--- config.mk ---
export PLATFORM = sky130hd
export DESIGN_NAME = ps2_kb_event_fifo
export DESIGN_NICKNAME = d
export VERILOG_FILES = /design/src/rtl/ps2_kb_event_fifo.sv
export SDC_FILE = /design/constraint.sdc
export NUM_CORES = 1
export LEC_CHECK = 0
export BUFFER_PORTS_ARGS = -buffer_cell sky130_fd_sc_hd__buf_2
export CAP_MARGIN = 5
export CORE_ASPECT_RATIO = 0.7
export CORE_MARGIN = 3
export CORE_UTILIZATION = 51
export CTS_BUF_LIST = sky130_fd_sc_hd__clkbuf_2
export CTS_CLUSTER_SIZE = 16
export DETAILED_ROUTE_END_ITERATION = 8
export PLACE_DENSITY = 0.7
export SLEW_MARGIN = 20
export SYNTH_ARGS = -nofsm -noshare
export SYNTH_HDL_FRONTEND = slang
export SYNTH_SLANG_ARGS = --single-unit
--- constraint.sdc ---
create_clock -name clk -period 3.4 [get_ports clk]
set_clock_uncertainty 0.2 [all_clocks]
set_input_delay 0.51 -clock clk [delete_from_list [all_inputs] [get_ports clk]]
set_output_delay 0.51 -clock clk [all_outputs]
set_load 0.05 [all_outputs]
--- src/rtl/ps2_kb_event_fifo.sv ---
// PS/2 keyboard receiver with make/break/E0 decode, modifier tracking and an FWFT event FIFO.
// Optional KB_REPEAT_FILTER_EN suppresses typematic repeats of the held key.
module ps2_kb_event_fifo #(
    parameter int FIFO_AW     = 4,
    parameter int FILTER_LEN  = 8,
    parameter int TIMEOUT_CYC = 50000
) (
    input  logic               clk,
    input  logic               reset,
    input  logic               ps2c,
    input  logic               ps2d,
    output logic [7:0]         evt_code,
    output logic               evt_ext,
    output logic               evt_break,
    output logic               evt_valid,
    input  logic               evt_ready,
    output logic [FIFO_AW:0]   fifo_count,
    output logic               upper_case,
    output logic               frame_err,
    output logic               overflow,
    input  logic               ovf_clr
);

    localparam int DEPTH = 2**FIFO_AW;
    localparam int FW    = $clog2(FILTER_LEN + 1);
    localparam int TW    = $clog2(TIMEOUT_CYC + 1);

    typedef enum logic [1:0] {
        S_IDLE,
        S_DATA,
        S_PAR,
        S_STOP
    } state_t;

    logic          r_c_s1, r_c_s2, r_d_s1, r_d_s2;
    logic          r_c_flt;
    logic [FW-1:0] r_flt_cnt;
    logic          w_flip, w_fall;

    state_t        r_state, w_state_nx;
    logic [2:0]    r_bit_cnt;
    logic [7:0]    r_shift;
    logic          r_par_ok;
    logic [TW-1:0] r_to_cnt;
    logic          w_tmo, w_stop, w_good, w_ferr;
    logic          r_byte_vld;
    logic [7:0]    r_byte;
    logic          r_frame_err;

    logic          r_ext_pend, r_brk_pend;
    logic          r_lshift, r_rshift, r_caps;
    logic          w_evt_req, w_suppress, w_push_req;

    logic [9:0]         r_mem [DEPTH];
    logic [FIFO_AW:0]   r_wptr, r_rptr;
    logic [FIFO_AW:0]   w_count;
    logic               w_empty, w_full, w_pop, w_push, w_drop;
    logic [9:0]         w_head;
    logic               r_ovf;

    // Synchronisers idle high so reset does not look like a falling edge
    always_ff @(posedge clk or negedge reset) begin
        if (!reset) begin
            r_c_s1    <= 1'b1;
            r_c_s2    <= 1'b1;
            r_d_s1    <= 1'b1;
            r_d_s2    <= 1'b1;
            r_c_flt   <= 1'b1;
            r_flt_cnt <= '0;
        end else begin
            r_c_s1 <= ps2c;
            r_c_s2 <= r_c_s1;
            r_d_s1 <= ps2d;
            r_d_s2 <= r_d_s1;
            if (r_c_s2 == r_c_flt) begin
                r_flt_cnt <= '0;
            end else if (w_flip) begin
                r_c_flt   <= ~r_c_flt;
                r_flt_cnt <= '0;
            end else begin
                r_flt_cnt <= r_flt_cnt + 1'b1;
            end
        end
    end

    assign w_flip = (r_c_s2 != r_c_flt) && (r_flt_cnt == FW'(FILTER_LEN - 1));
    assign w_fall = w_flip && r_c_flt;

    assign w_tmo  = (r_state != S_IDLE) && !w_fall &&
                    (r_to_cnt == TW'(TIMEOUT_CYC - 1));
    assign w_stop = (r_state == S_STOP) && w_fall;
    assign w_good = w_stop && r_d_s2 && r_par_ok;
    assign w_ferr = (w_stop && !w_good) || w_tmo;

    always_ff @(posedge clk or negedge reset) begin
        if (!reset) r_state <= S_IDLE;
        else        r_state <= w_state_nx;
    end

    always_comb begin
        w_state_nx = r_state;
        case (r_state)
            S_IDLE: if (w_fall && !r_d_s2)            w_state_nx = S_DATA;
            S_DATA: if (w_fall && r_bit_cnt == 3'd7) w_state_nx = S_PAR;
            S_PAR:  if (w_fall)                       w_state_nx = S_STOP;
            S_STOP: if (w_fall)                       w_state_nx = S_IDLE;
            default:                                  w_state_nx = S_IDLE;
        endcase
        if (w_tmo) w_state_nx = S_IDLE;
    end

    always_ff @(posedge clk or negedge reset) begin
        if (!reset) begin
            r_bit_cnt   <= '0;
            r_shift     <= '0;
            r_par_ok    <= 1'b0;
            r_to_cnt    <= '0;
            r_byte_vld  <= 1'b0;
            r_byte      <= '0;
            r_frame_err <= 1'b0;
        end else begin
            r_byte_vld  <= w_good;
            r_frame_err <= w_ferr;
            if (w_good) r_byte <= r_shift;
            if (r_state == S_IDLE || w_fall) r_to_cnt <= '0;
            else                              r_to_cnt <= r_to_cnt + 1'b1;
            if (r_state == S_IDLE) begin
                r_bit_cnt <= '0;
            end else if (r_state == S_DATA && w_fall) begin
                r_shift   <= {r_d_s2, r_shift[7:1]};
                r_bit_cnt <= r_bit_cnt + 1'b1;
            end else if (r_state == S_PAR && w_fall) begin
                r_par_ok  <= ^{r_shift, r_d_s2};
            end
        end
    end

    assign w_evt_req = r_byte_vld && (r_byte != 8'hE0) && (r_byte != 8'hF0);

`ifdef KB_REPEAT_FILTER_EN
    logic       r_held_vld;
    logic [7:0] r_held_code;
    logic       r_held_ext;
    logic       w_is_mod, w_held_hit;

    assign w_is_mod   = !r_ext_pend &&
                        (r_byte == 8'h12 || r_byte == 8'h59 || r_byte == 8'h58);
    assign w_held_hit = r_held_vld && (r_held_code == r_byte) &&
                        (r_held_ext == r_ext_pend);
    assign w_suppress = w_evt_req && !r_brk_pend && w_held_hit && !w_is_mod;

    always_ff @(posedge clk or negedge reset) begin
        if (!reset) begin
            r_held_vld  <= 1'b0;
            r_held_code <= '0;
            r_held_ext  <= 1'b0;
        end else if (w_push_req && !r_brk_pend) begin
            r_held_vld  <= 1'b1;
            r_held_code <= r_byte;
            r_held_ext  <= r_ext_pend;
        end else if (w_evt_req && r_brk_pend && w_held_hit) begin
            r_held_vld  <= 1'b0;
        end
    end
`else
    assign w_suppress = 1'b0;
`endif

    assign w_push_req = w_evt_req && !w_suppress;

    always_ff @(posedge clk or negedge reset) begin
        if (!reset) begin
            r_ext_pend <= 1'b0;
            r_brk_pend <= 1'b0;
        end else if (w_ferr) begin
            r_ext_pend <= 1'b0;
            r_brk_pend <= 1'b0;
        end else if (r_byte_vld) begin
            if (r_byte == 8'hE0) begin
                r_ext_pend <= 1'b1;
            end else if (r_byte == 8'hF0) begin
                r_brk_pend <= 1'b1;
            end else begin
                r_ext_pend <= 1'b0;
                r_brk_pend <= 1'b0;
            end
        end
    end

    // E0-prefixed 12/59 are fake shifts from the extended keys, not modifiers
    always_ff @(posedge clk or negedge reset) begin
        if (!reset) begin
            r_lshift <= 1'b0;
            r_rshift <= 1'b0;
            r_caps   <= 1'b0;
        end else if (w_push_req && !r_ext_pend) begin
            if (r_byte == 8'h12) r_lshift <= !r_brk_pend;
            if (r_byte == 8'h59) r_rshift <= !r_brk_pend;
            if (r_byte == 8'h58 && !r_brk_pend) r_caps <= ~r_caps;
        end
    end

    assign w_count = r_wptr - r_rptr;
    assign w_empty = (w_count == '0);
    assign w_full  = (w_count == (FIFO_AW + 1)'(DEPTH));
    assign w_pop   = !w_empty && evt_ready;
    assign w_push  = w_push_req && (!w_full || w_pop);
    assign w_drop  = w_push_req && !w_push;

    always_ff @(posedge clk) begin
        if (w_push) r_mem[r_wptr[FIFO_AW-1:0]] <= {r_brk_pend, r_ext_pend, r_byte};
    end

    always_ff @(posedge clk or negedge reset) begin
        if (!reset) begin
            r_wptr <= '0;
            r_rptr <= '0;
            r_ovf  <= 1'b0;
        end else begin
            if (w_push) r_wptr <= r_wptr + 1'b1;
            if (w_pop)  r_rptr <= r_rptr + 1'b1;
            if (w_drop)       r_ovf <= 1'b1;
            else if (ovf_clr) r_ovf <= 1'b0;
        end
    end

    assign w_head     = r_mem[r_rptr[FIFO_AW-1:0]];
    assign evt_valid  = !w_empty;
    assign evt_code   = evt_valid ? w_head[7:0] : 8'h00;
    assign evt_ext    = evt_valid & w_head[8];
    assign evt_break  = evt_valid & w_head[9];
    assign fifo_count = w_count;
    assign upper_case = (r_lshift | r_rshift) ^ r_caps;
    assign frame_err  = r_frame_err;
    assign overflow   = r_ovf;

endmodule

==> flow_metrics.env, run 1 <==
export IMPL_ys_seq_area_share_pct=68.14
export IMPL_hold_viol_final=0
export IMPL_utilization_pct=61.67
export IMPL_fmax_ghz=0.2697
export IMPL_cts_clk_slew_worst_paths_ns=0.11
export IMPL_ys_seq_elements=225
export IMPL_p_seq_share_pct=60.9
export IMPL_grt_overflow=0
export IMPL_leakagePower_nw=4.417
export IMPL_fillers=1333
export IMPL_intPower_mw=3.686
export IMPL_htreeDepth=2
export IMPL_io_pins=25
export IMPL_hold_path_class="in2async"
export IMPL_top_layer_used="met4"
export IMPL_diodes=0
export IMPL_synth_edff_count=160
export IMPL_rows=40
export IMPL_dr_pass1_iters=5
export IMPL_critPathLaunchType="flip-flop"
export IMPL_p_switching_mw=1.280
export IMPL_swShare_pct=25.78
export IMPL_area_growth_pct=15.32
export IMPL_power_mw=4.966
export IMPL_dr_wl_met3_um=1359
export IMPL_post_route_period_util_pct=109.1
export IMPL_ys_types=49
export IMPL_root_buffer="clkbuf_2"
export IMPL_violations="negative setup slack"
export IMPL_syn_num_nets=607
export IMPL_rsz0062_at_grt="yes"
export IMPL_drv_slew=0
export IMPL_grt_total_usage_pct=19.94
export IMPL_p_per_area_nw_per_um2=455.8
export IMPL_core_area_um2=17670
export IMPL_start_util_pct=53.48
export IMPL_drive_gt1_share_pct=33.89
export IMPL_cp_data_required_time_ns=2.69
export IMPL_vdd_drop_max_mv=0.1724
export IMPL_grt_pass1_vias=5527
export IMPL_die_width_um=168.7
export IMPL_status="complete, but fails checks"
export IMPL_async_flop_share_pct=28.89
export IMPL_finalSetupViolations=11
export IMPL_drtIter0Drc=460
export IMPL_syn_inst=583
export IMPL_portBuffers=24
export IMPL_max_cap_violations=0
export IMPL_synth_area_um2=9448
export IMPL_cp_slowest_stage_delay_ns=0.45
export IMPL_clk_path_buf_depth=3
export IMPL_cpMaxStageDelayCell="fa_2"
export IMPL_syn_area_per_cell_um2=16.21
export IMPL_m1WireLength_um=9405
export IMPL_drc=0
export IMPL_antenna_found_initial=0
export IMPL_fp_dieH_um=119.9
export IMPL_vias_per_cell=5.577
export IMPL_cp_cell_sequence="inv_1, fa_2, xnor2_4, nor4_4, mux2i_2, nor2_4, clkbuf_16, a211oi_4, buf_6"
export IMPL_cts_sinks=225
export IMPL_synth_ff_type="edfxtp_1"
export IMPL_ant_nets=0
export IMPL_cp_max_fo=6
export IMPL_cts_tree="yes"
export IMPL_combinationalPowerShare_pct=6.3
export IMPL_cts_made_buffers=51
export IMPL_wl_um=19450
export IMPL_clkLatencyLatePin_ns=0.78
export IMPL_hpwl_um=12450
export IMPL_final_nets=701
export IMPL_critPathArrivalTime_ns=3.00
export IMPL_power_clock_fraction_pct=32.8
export IMPL_grt_pass1_wl_um=30960
export IMPL_maxSlewHeadroom_pct=43.20
export IMPL_gp_congestion=0.8418
export IMPL_die_area_um2=20220
export IMPL_end_kind="output port"
export IMPL_wl_per_cell_um=20.45
export IMPL_critical_path_class="reg2out"
export IMPL_dr_wl_met2_um=8521
export IMPL_worst_pin_slew_ns=0.8473
export IMPL_fin_crit_ns=3.708
export IMPL_yosys_warnings=0
export IMPL_vias=5304
export IMPL_grt_max_degree=57
export IMPL_fin_ws_ns=-0.3081
## flip-flops by register name, summed over array words and instances, names as in the netlist, 2 cells and up
name and count:
r_mem 160, r_to_cnt 16, r_byte 8, r_shift 8, r_rptr 5, r_wptr 5
r_flt_cnt 4, r_bit_cnt 3, r_state 2
## worst paths after layout
path | startpoint | endpoint | slack, ns | cells after the start
max in group asynchronous | reset | r_to_cnt[15] | 1.97 | 3
max | r_wptr[1] | evt_code[0] | -0.31 | 9
min in group clk | r_c_s1 | r_c_s2 | 0.15 | 0
max reg2reg | r_wptr[1] | r_mem[3][8] | 0.07 | 9
min | reset | r_rptr[3] | 0.09 | 3
min reg2reg | r_c_s1 | r_c_s2 | 0.15 | 0
## power groups by stage
stage,combinational (mW),clock (mW),sequential [mW]
after floorplan,0.216,0,3.07
after global placement,0.288,0,3.08
after detailed placement,0.307,0,3.08
after CTS,0.315,1.68,3.02
after global routing,0.356,1.84,3.03
final,0.313,1.63,3.02
## timing repair
action                                  in CTS  in global routing
hold buffers                                 6                  0
hold endpoints to repair                    71                  0
buffers inserted                             6                  3
endpoints found under the setup margin      32                 91
gates cloned                                 1                  0
pin swaps                                    3                  1
resized for setup                           34                 18
## logic make-up after synthesis
kind of cell	synth area share, %
flops	68.14
simple gates	8.277
mux	13.12
compound gates	3.019
buf+inv	1.642
xor+xnor	3.337
fa+ha+maj	2.463
## cell usage in the layout (no fill, tap or decap), drive strengths merged, types with 17 or more instances in the layout
master,Yosys,final
and3,26,26
buf,11,52
clkbuf,7,74
clkinv,0,22
dfrtp,60,60
edfxtp,160,160
ha,17,17
inv,20,18
mux2,20,20
mux4,40,40
nand2,39,39
nor2,26,26
xnor2,23,23
## cells in the mapped netlist (2+ instances only)
cell type / instances / area share (%)
nor2b_1: 6 / 0.40
a21oi_1: 11 / 0.58
buf_1: 3 / 0.12
o21ai_0: 13 / 0.69
o2bb2ai_1: 2 / 0.19
ha_1: 17 / 2.3
buf_2: 7 / 0.37
dfrtp_1: 60 / 16
nand3_1: 14 / 0.74
or3_1: 3 / 0.20
mux2i_1: 10 / 1.1
xor2_1: 13 / 1.2
nor3_1: 10 / 0.53
mux2_2: 20 / 2.4
nor2_1: 26 / 1.0
and3_1: 25 / 1.7
o31ai_1: 2 / 0.16
xnor2_1: 23 / 2.1
mux4_2: 40 / 9.5
clkbuf_1: 7 / 0.28
nand4_1: 3 / 0.20
nand2_1: 39 / 1.5
or4_1: 3 / 0.24
nor4b_1: 4 / 0.37
edfxtp_1: 160 / 51
nand2b_1: 3 / 0.20
nor3b_1: 3 / 0.24
dfstp_2: 5 / 1.4
a211oi_1: 10 / 0.79
inv_1: 20 / 0.79
and2_1: 2 / 0.13
nand3b_1: 2 / 0.16
## per-layer routing
layer | vias up | track usage (%)
met5 | - | 0
met4 | 0 | 5.008
met3 | 16 | 5.170
met2 | 161 | 27.81
met1 | 2684 | 31.42
li1 | 2443 | -
## worst max-delay path, delay by kind of cell (launching register included)
kind	cells	cell delay (ns)
XOR/XNOR	1	0.17
multiplexers	1	0.16
flip-flops	1	0.44
AO/OA/AOI/OAI	1	0.04
adder cells (fa/ha/maj)	1	0.45
AND/OR/NAND/NOR	2	0.49
buffers and inverters	3	0.50
## layout make-up
type	instances	area, µm²	area share, %
Sequential cell	225	6440	59.11
Multi-Input combinational cell	320	3094	28.40
Timing Repair Buffer	59	523.0	4.800
Clock buffer	73	365.4	3.353
Tap cell	231	289.0	2.653
Clock inverter	23	98.84	0.9072
Inverter	20	85.08	0.7809
## through the flow
step                      cell area, µm²  setup WS [ns]  setup TNS (ns)  hold slack (ns)  instances
after floorplan                     9669       -0.01596        -0.01596          0.01441        583
after global routing               10900        -0.4883          -5.537          0.04867        951
after global placement             10150         0.2439               0           0.1461        840
after CTS                          10850        -0.4126          -4.293          0.02966        948
final                              10900        -0.3081          -3.187          0.09298        951
after detailed placement           10150        0.03186               0           0.1484        840
(Power assumes the default switching activity.)
==> run 2: changes to the inputs <==
==> constraint.sdc (replaced) <==
create_clock -name clk -period 3.4 [get_ports clk]
set_clock_uncertainty 0.2 [all_clocks]
set_input_delay 0.51 -clock clk [delete_from_list [all_inputs] [get_ports clk]]
set_output_delay 0.51 -clock clk [all_outputs]
set_load 0.02 [all_outputs]
==> run 2 against run 1 <==
  * The run still ends with negative setup slack left
  * Flip-flop and latch count did not move
  * Routed wire length grew 1.0%
  * Core utilization decreased by 0.64 points
  * Register-to-register slack better by 0.03 ns
  * Largest cell class unchanged
  * Highest routed layer unchanged
==> flow_metrics.env, run 2 (same netlist as run 1, synthesis figures left out) <==
export IMPL_status="complete, but fails checks"
export IMPL_violations="negative setup slack"
export IMPL_area_growth_pct=14.12
export IMPL_rsz0062_at_grt="yes"
export IMPL_die_area_um2=20220
export IMPL_grt_pass1_wl_um=31130
export IMPL_hpwl_um=13080
export IMPL_maxSlewHeadroom_pct=38.03
export IMPL_gp_congestion=0.8146
export IMPL_critPathArrivalTime_ns=3.04
export IMPL_worst_pin_slew_ns=0.9245
export IMPL_fmax_ghz=0.2666
export IMPL_max_cap_violations=0
export IMPL_core_area_um2=17670
export IMPL_drc=0
export IMPL_cts_clk_slew_worst_paths_ns=0.11
export IMPL_wl_um=19650
export IMPL_fillers=1296
export IMPL_fin_ws_ns=-0.3512
export IMPL_cts_made_buffers=51
export IMPL_htreeDepth=2
export IMPL_largest_reg_flops=160
export IMPL_cts_tree="yes"
export IMPL_cp_max_fo=11
export IMPL_place_ws_ns=0.08540
export IMPL_cp_data_required_time_ns=2.69
export IMPL_fp_dieH_um=119.9
export IMPL_grt_max_degree=44
export IMPL_dr_pass1_iters=5
export IMPL_hold_viol_final=0
export IMPL_vias=5444
export IMPL_vdd_drop_max_mv=0.2283
export IMPL_grt_total_usage_pct=20.03
export IMPL_leakagePower_nw=4.455
export IMPL_finalSetupViolations=11
export IMPL_fin_crit_ns=3.751
export IMPL_final_cell_area_um2=10780
export IMPL_vias_per_cell=5.712
export IMPL_cts_sinks=225
export IMPL_io_pins=25
export IMPL_drtIter0Drc=569
export IMPL_final_cells=953
export IMPL_portBuffers=24
export IMPL_die_width_um=168.7
export IMPL_grt_overflow=0
export IMPL_layout_common_cells="edfxtp_1, clkbuf_2, dfrtp_1"
export IMPL_grt_pass1_vias=5511
export IMPL_diodes=0
export IMPL_post_route_period_util_pct=110.3
export IMPL_start_util_pct=53.48
export IMPL_hold_path_class="in2async"
export IMPL_antenna_found_initial=0
export IMPL_end_kind="output port"
export IMPL_power_mw=4.988
export IMPL_rows=40
export IMPL_drive_gt1_share_pct=33.52
export IMPL_layout_commonest_cell="edfxtp_1"
export IMPL_utilization_pct=61.03
export IMPL_cp_cell_sequence="ha_4, fa_2, inv_2, nor4_2, mux2i_2, buf_4, nor2_4, buf_12, a211oi_2, buf_2"
export IMPL_wl_per_cell_um=20.62
export IMPL_dp_cells=852
export IMPL_place_area_um2=10180
export IMPL_final_nets=704
export IMPL_drv_slew=0
export IMPL_p_per_area_nw_per_um2=462.7
export IMPL_clk_path_buf_depth=3
export IMPL_clkLatencyLatePin_ns=0.78
export IMPL_root_buffer="clkbuf_2"
export IMPL_ant_nets=0
export IMPL_critPathLaunchType="flip-flop"
export IMPL_cp_slowest_stage_delay_ns=0.54
export IMPL_critical_path_class="reg2out"
export IMPL_cpMaxStageDelayCell="fa_2"
run 2: metrics by stage:
| stage | TNS (ns) | hold WS, ns |
|---|---|---|
| finish | -3.734 | 0.1312 |
| global route | -5.718 | 0.08202 |
| CTS | -4.579 | 0.06218 |
| detailed placement | 0 | 0.1472 |
| global placement | 0 | 0.1464 |
| floorplan | 0 | 0.01441 |
run 2: timing repair:
action,4_1_cts,5_1_grt
pin swaps,0,0
buffers inserted,1,1
gates resized for setup,11,8
hold buffers,5,0
hold endpoints to repair,36,0
endpoints found under the setup margin,12,40
run 2: worst max-delay path: cells and delay by family, from the launching register on:
family	cells	cell delay (ns)
fa+ha+maj	2	0.71
buf+inv	4	0.58
flops	1	0.44
simple gates	2	0.37
mux	1	0.13
compound gates	1	0.05
run 2: cell type report:
class	instances	area [µm²]	share of cell area (%)
inverter	20	75.07	0.6963
timing repair buffer	62	446.7	4.143
clock inverter	11	50.05	0.4642
clock buffer	84	420.4	3.899
sequential	225	6439	59.72
tap	231	289.0	2.681
multi-input combinational	320	3062	28.40
run 2: final timing paths:
| kind | from | endpoint | slack (ns) | cells after the start |
|---|---|---|---|---|
| setup / recovery | r_rptr[0] | evt_code[7] | -0.35 | 10 |
| hold / removal | reset | r_byte[4] | 0.13 | 2 |
| setup reg to reg | r_rptr[0] | r_mem[9][7] | 0.10 | 10 |
| hold reg to reg | r_c_s1 | r_c_s2 | 0.16 | 0 |
| max in group asynchronous | reset | r_c_flt | 2.07 | 3 |
| min in group clk | r_c_s1 | r_c_s2 | 0.16 | 0 |
run 2: report_power, final:
part / total [mW] / leakage (nW) / internal (mW) / switching (mW)
Combinational: 0.300 / 1.54 / 0.120 / 0.180
Sequential: 3.02 / 2.55 / 2.97 / 0.0551
Clock: 1.67 / 0.368 / 0.648 / 1.02
Total: 4.99 / 4.45 / 3.74 / 1.25
run 2: layer usage:
metal	GRT usage [%]	vias up	routed length, µm
li1	-	2440	-
met1	32.20	2723	9113
met2	26.88	251	8229
met3	4.873	30	2012
met4	6.285	0	291
met5	0	-	0
==> run 3: changes to the inputs <==
--- a/config.mk
+++ b/config.mk
@@ -5,7 +5,6 @@
 export SDC_FILE = /design/constraint.sdc
 export NUM_CORES = 1
 export LEC_CHECK = 0
-export BUFFER_PORTS_ARGS = -buffer_cell sky130_fd_sc_hd__buf_2
 export CAP_MARGIN = 5
 export CORE_ASPECT_RATIO = 0.7
 export CORE_MARGIN = 3
@@ -13,7 +12,8 @@
 export CTS_BUF_LIST = sky130_fd_sc_hd__clkbuf_2
 export CTS_CLUSTER_SIZE = 16
 export DETAILED_ROUTE_END_ITERATION = 8
-export PLACE_DENSITY = 0.7
+export DONT_BUFFER_PORTS = 1
+export PLACE_DENSITY = 0.66
 export SLEW_MARGIN = 20
 export SYNTH_ARGS = -nofsm -noshare
 export SYNTH_HDL_FRONTEND = slang
==> constraint.sdc (replaced) <==
create_clock -name clk -period 4.2 [get_ports clk]
set_clock_uncertainty 0.2 [all_clocks]
set_input_delay 0.63 -clock clk [delete_from_list [all_inputs] [get_ports clk]]
set_output_delay 0.63 -clock clk [all_outputs]
set_load 0.02 [all_outputs]
==> run 3 against run 2 <==
  * The run now ends clean
  * Die area unchanged
  * Critical path depth unchanged
  * Core utilization decreased by 2.2 points
  * Final area decreased by 3.6%
  * Total power decreased by 20%
  * Register-to-register slack improved by 0.59 ns
  * Cell count decreased by 4.0%
  * Worst hold slack got worse by 0.044 ns
  * Sequential share of layout area increased by 2.2 points
  * Critical endpoint is now evt_code[3]
  * Highest routed layer unchanged
==> flow_metrics.env, run 3 (same netlist as run 1, synthesis figures left out) <==
export IMPL_status="complete, no violations"
export IMPL_gp_congestion=0.8976
export IMPL_root_buffer="clkbuf_2"
export IMPL_critPathLaunchType="flip-flop"
export IMPL_leakagePower_nw=4.266
export IMPL_tns_ns=0
export IMPL_clkLatencyLatePin_ns=0.76
export IMPL_cp_slowest_stage_delay_ns=0.42
export IMPL_cts_sinks=225
export IMPL_wl_per_cell_um=20.98
export IMPL_critical_path_class="reg2out"
export IMPL_grt_pass1_wl_um=30280
export IMPL_drtIter0Drc=439
export IMPL_place_area_um2=9816
export IMPL_fp_dieH_um=119.9
export IMPL_hpwl_um=12250
export IMPL_max_cap_violations=0
export IMPL_grt_total_usage_pct=19.62
export IMPL_cts_clk_slew_worst_paths_ns=0.09
export IMPL_drive_gt1_share_pct=26.75
export IMPL_vias_per_cell=5.748
export IMPL_final_nets=671
export IMPL_diodes=0
export IMPL_layout_common_cells="edfxtp_1, clkbuf_2, dfrtp_1"
export IMPL_layout_commonest_cell="edfxtp_1"
export IMPL_portBuffers=0
export IMPL_grt_pass1_vias=5474
export IMPL_cpMaxStageDelayCell="dfrtp_1"
export IMPL_post_route_period_util_pct=94.61
export IMPL_fin_ws_ns=0.2263
export IMPL_rows=40
export IMPL_hold_viol_final=0
export IMPL_start_util_pct=53.48
export IMPL_finalSetupViolations=0
export IMPL_largest_reg_flops=160
export IMPL_p_per_area_nw_per_um2=383.5
export IMPL_drc=0
export IMPL_die_area_um2=20220
export IMPL_wl_um=19200
export IMPL_hold_path_class="in2reg"
export IMPL_cp_cell_sequence="inv_1, ha_1, fa_2, xnor2_2, nor2_1, mux2i_2, nor2_4, buf_12, a211oi_1, buf_4"
export IMPL_holdWs_ns=0.08713
export IMPL_fin_crit_ns=3.974
export IMPL_regArea_um2=6440
export IMPL_fmax_ghz=0.2517
export IMPL_htreeDepth=2
export IMPL_vdd_drop_max_mv=0.2159
export IMPL_final_cell_area_um2=10390
export IMPL_io_pins=25
export IMPL_drv_slew=0
export IMPL_core_area_um2=17670
export IMPL_cp_max_fo=11
export IMPL_ant_nets=0
export IMPL_clk_path_buf_depth=3
export IMPL_critPathArrivalTime_ns=3.14
export IMPL_cts_made_buffers=51
export IMPL_cts_tree="yes"
export IMPL_end_kind="output port"
export IMPL_place_ws_ns=0.4605
export IMPL_die_width_um=168.7
export IMPL_antenna_found_initial=0
export IMPL_cp_data_required_time_ns=3.37
export IMPL_area_growth_pct=10.01
export IMPL_worst_pin_slew_ns=0.9775
export IMPL_grt_overflow=0
export IMPL_dr_pass1_iters=5
export IMPL_multi_input_area_um2=2889
export IMPL_fillers=1375
export IMPL_grt_max_degree=66
export IMPL_maxSlewHeadroom_pct=34.70
export IMPL_vias=5259
## run 3: worst paths after layout
kind	endpoint	from	slack [ns]	cells after the start
worst max register to register	r_mem[7][0]	r_wptr[0]	0.69	9
max in group asynchronous	r_c_s1	reset	3.27	2
worst min-delay path	overflow	evt_ready	0.09	3
min in group asynchronous	r_to_cnt[14]	reset	0.19	2
worst min register to register	r_c_s2	r_c_s1	0.16	0
worst max-delay path	evt_code[3]	r_wptr[0]	0.23	10
## run 3: where the power goes
part | switching, mW | internal [mW] | total, mW
clock | 0.816 | 0.476 | 1.29
sequential | 0.0457 | 2.40 | 2.45
combinational | 0.149 | 0.0971 | 0.246
## run 3: what timing repair did
item                                    4_1_cts  5_1_grt
endpoints found under the hold margin        73        0
endpoints found under the setup margin       11       10
setup buffers                                 0        2
gates resized for setup                       2        5
hold buffers                                  6        0
pin swaps                                     0        2
## run 3: critical path, delay by kind of cell (launching register included)
family,cells,cell delay (ns)
AND/OR/NAND/NOR,2,0.18
flip-flops,1,0.42
AO/OA/AOI/OAI,1,0.22
multiplexers,1,0.26
buffers and inverters,3,0.46
adder cells (fa/ha/maj),2,0.62
XOR/XNOR,1,0.23
## run 3: metal layers
metal  share of wire [%]  vias to the layer above  global-route usage (%)  wire (µm)
li1                    -                     2377                       -          -
met1                  47                     2659                   29.99       9018
met2                  43                      194                   27.48       8322
met3                 8.0                       29                   5.532       1534
met4                 1.7                        0                   6.183        321
met5                   0                        -                       0          0
## run 3: layout make-up
class	instances	area share [%]
flip-flops and latches	225	61.96
multi-input cells	320	27.80
clock buffers	75	3.611
well taps	231	2.781
repair buffers	29	2.528
inverters	20	0.7223
clock inverters	15	0.6019
## run 3: through the flow
stage	power [mW]	std cells	util (%)
after floorplan	2.660	583	-
after global placement	2.699	817	55.56
after detailed placement	2.712	817	55.56
after CTS	4.028	913	58.52
after global routing	4.203	915	58.83
final	3.986	915	58.83
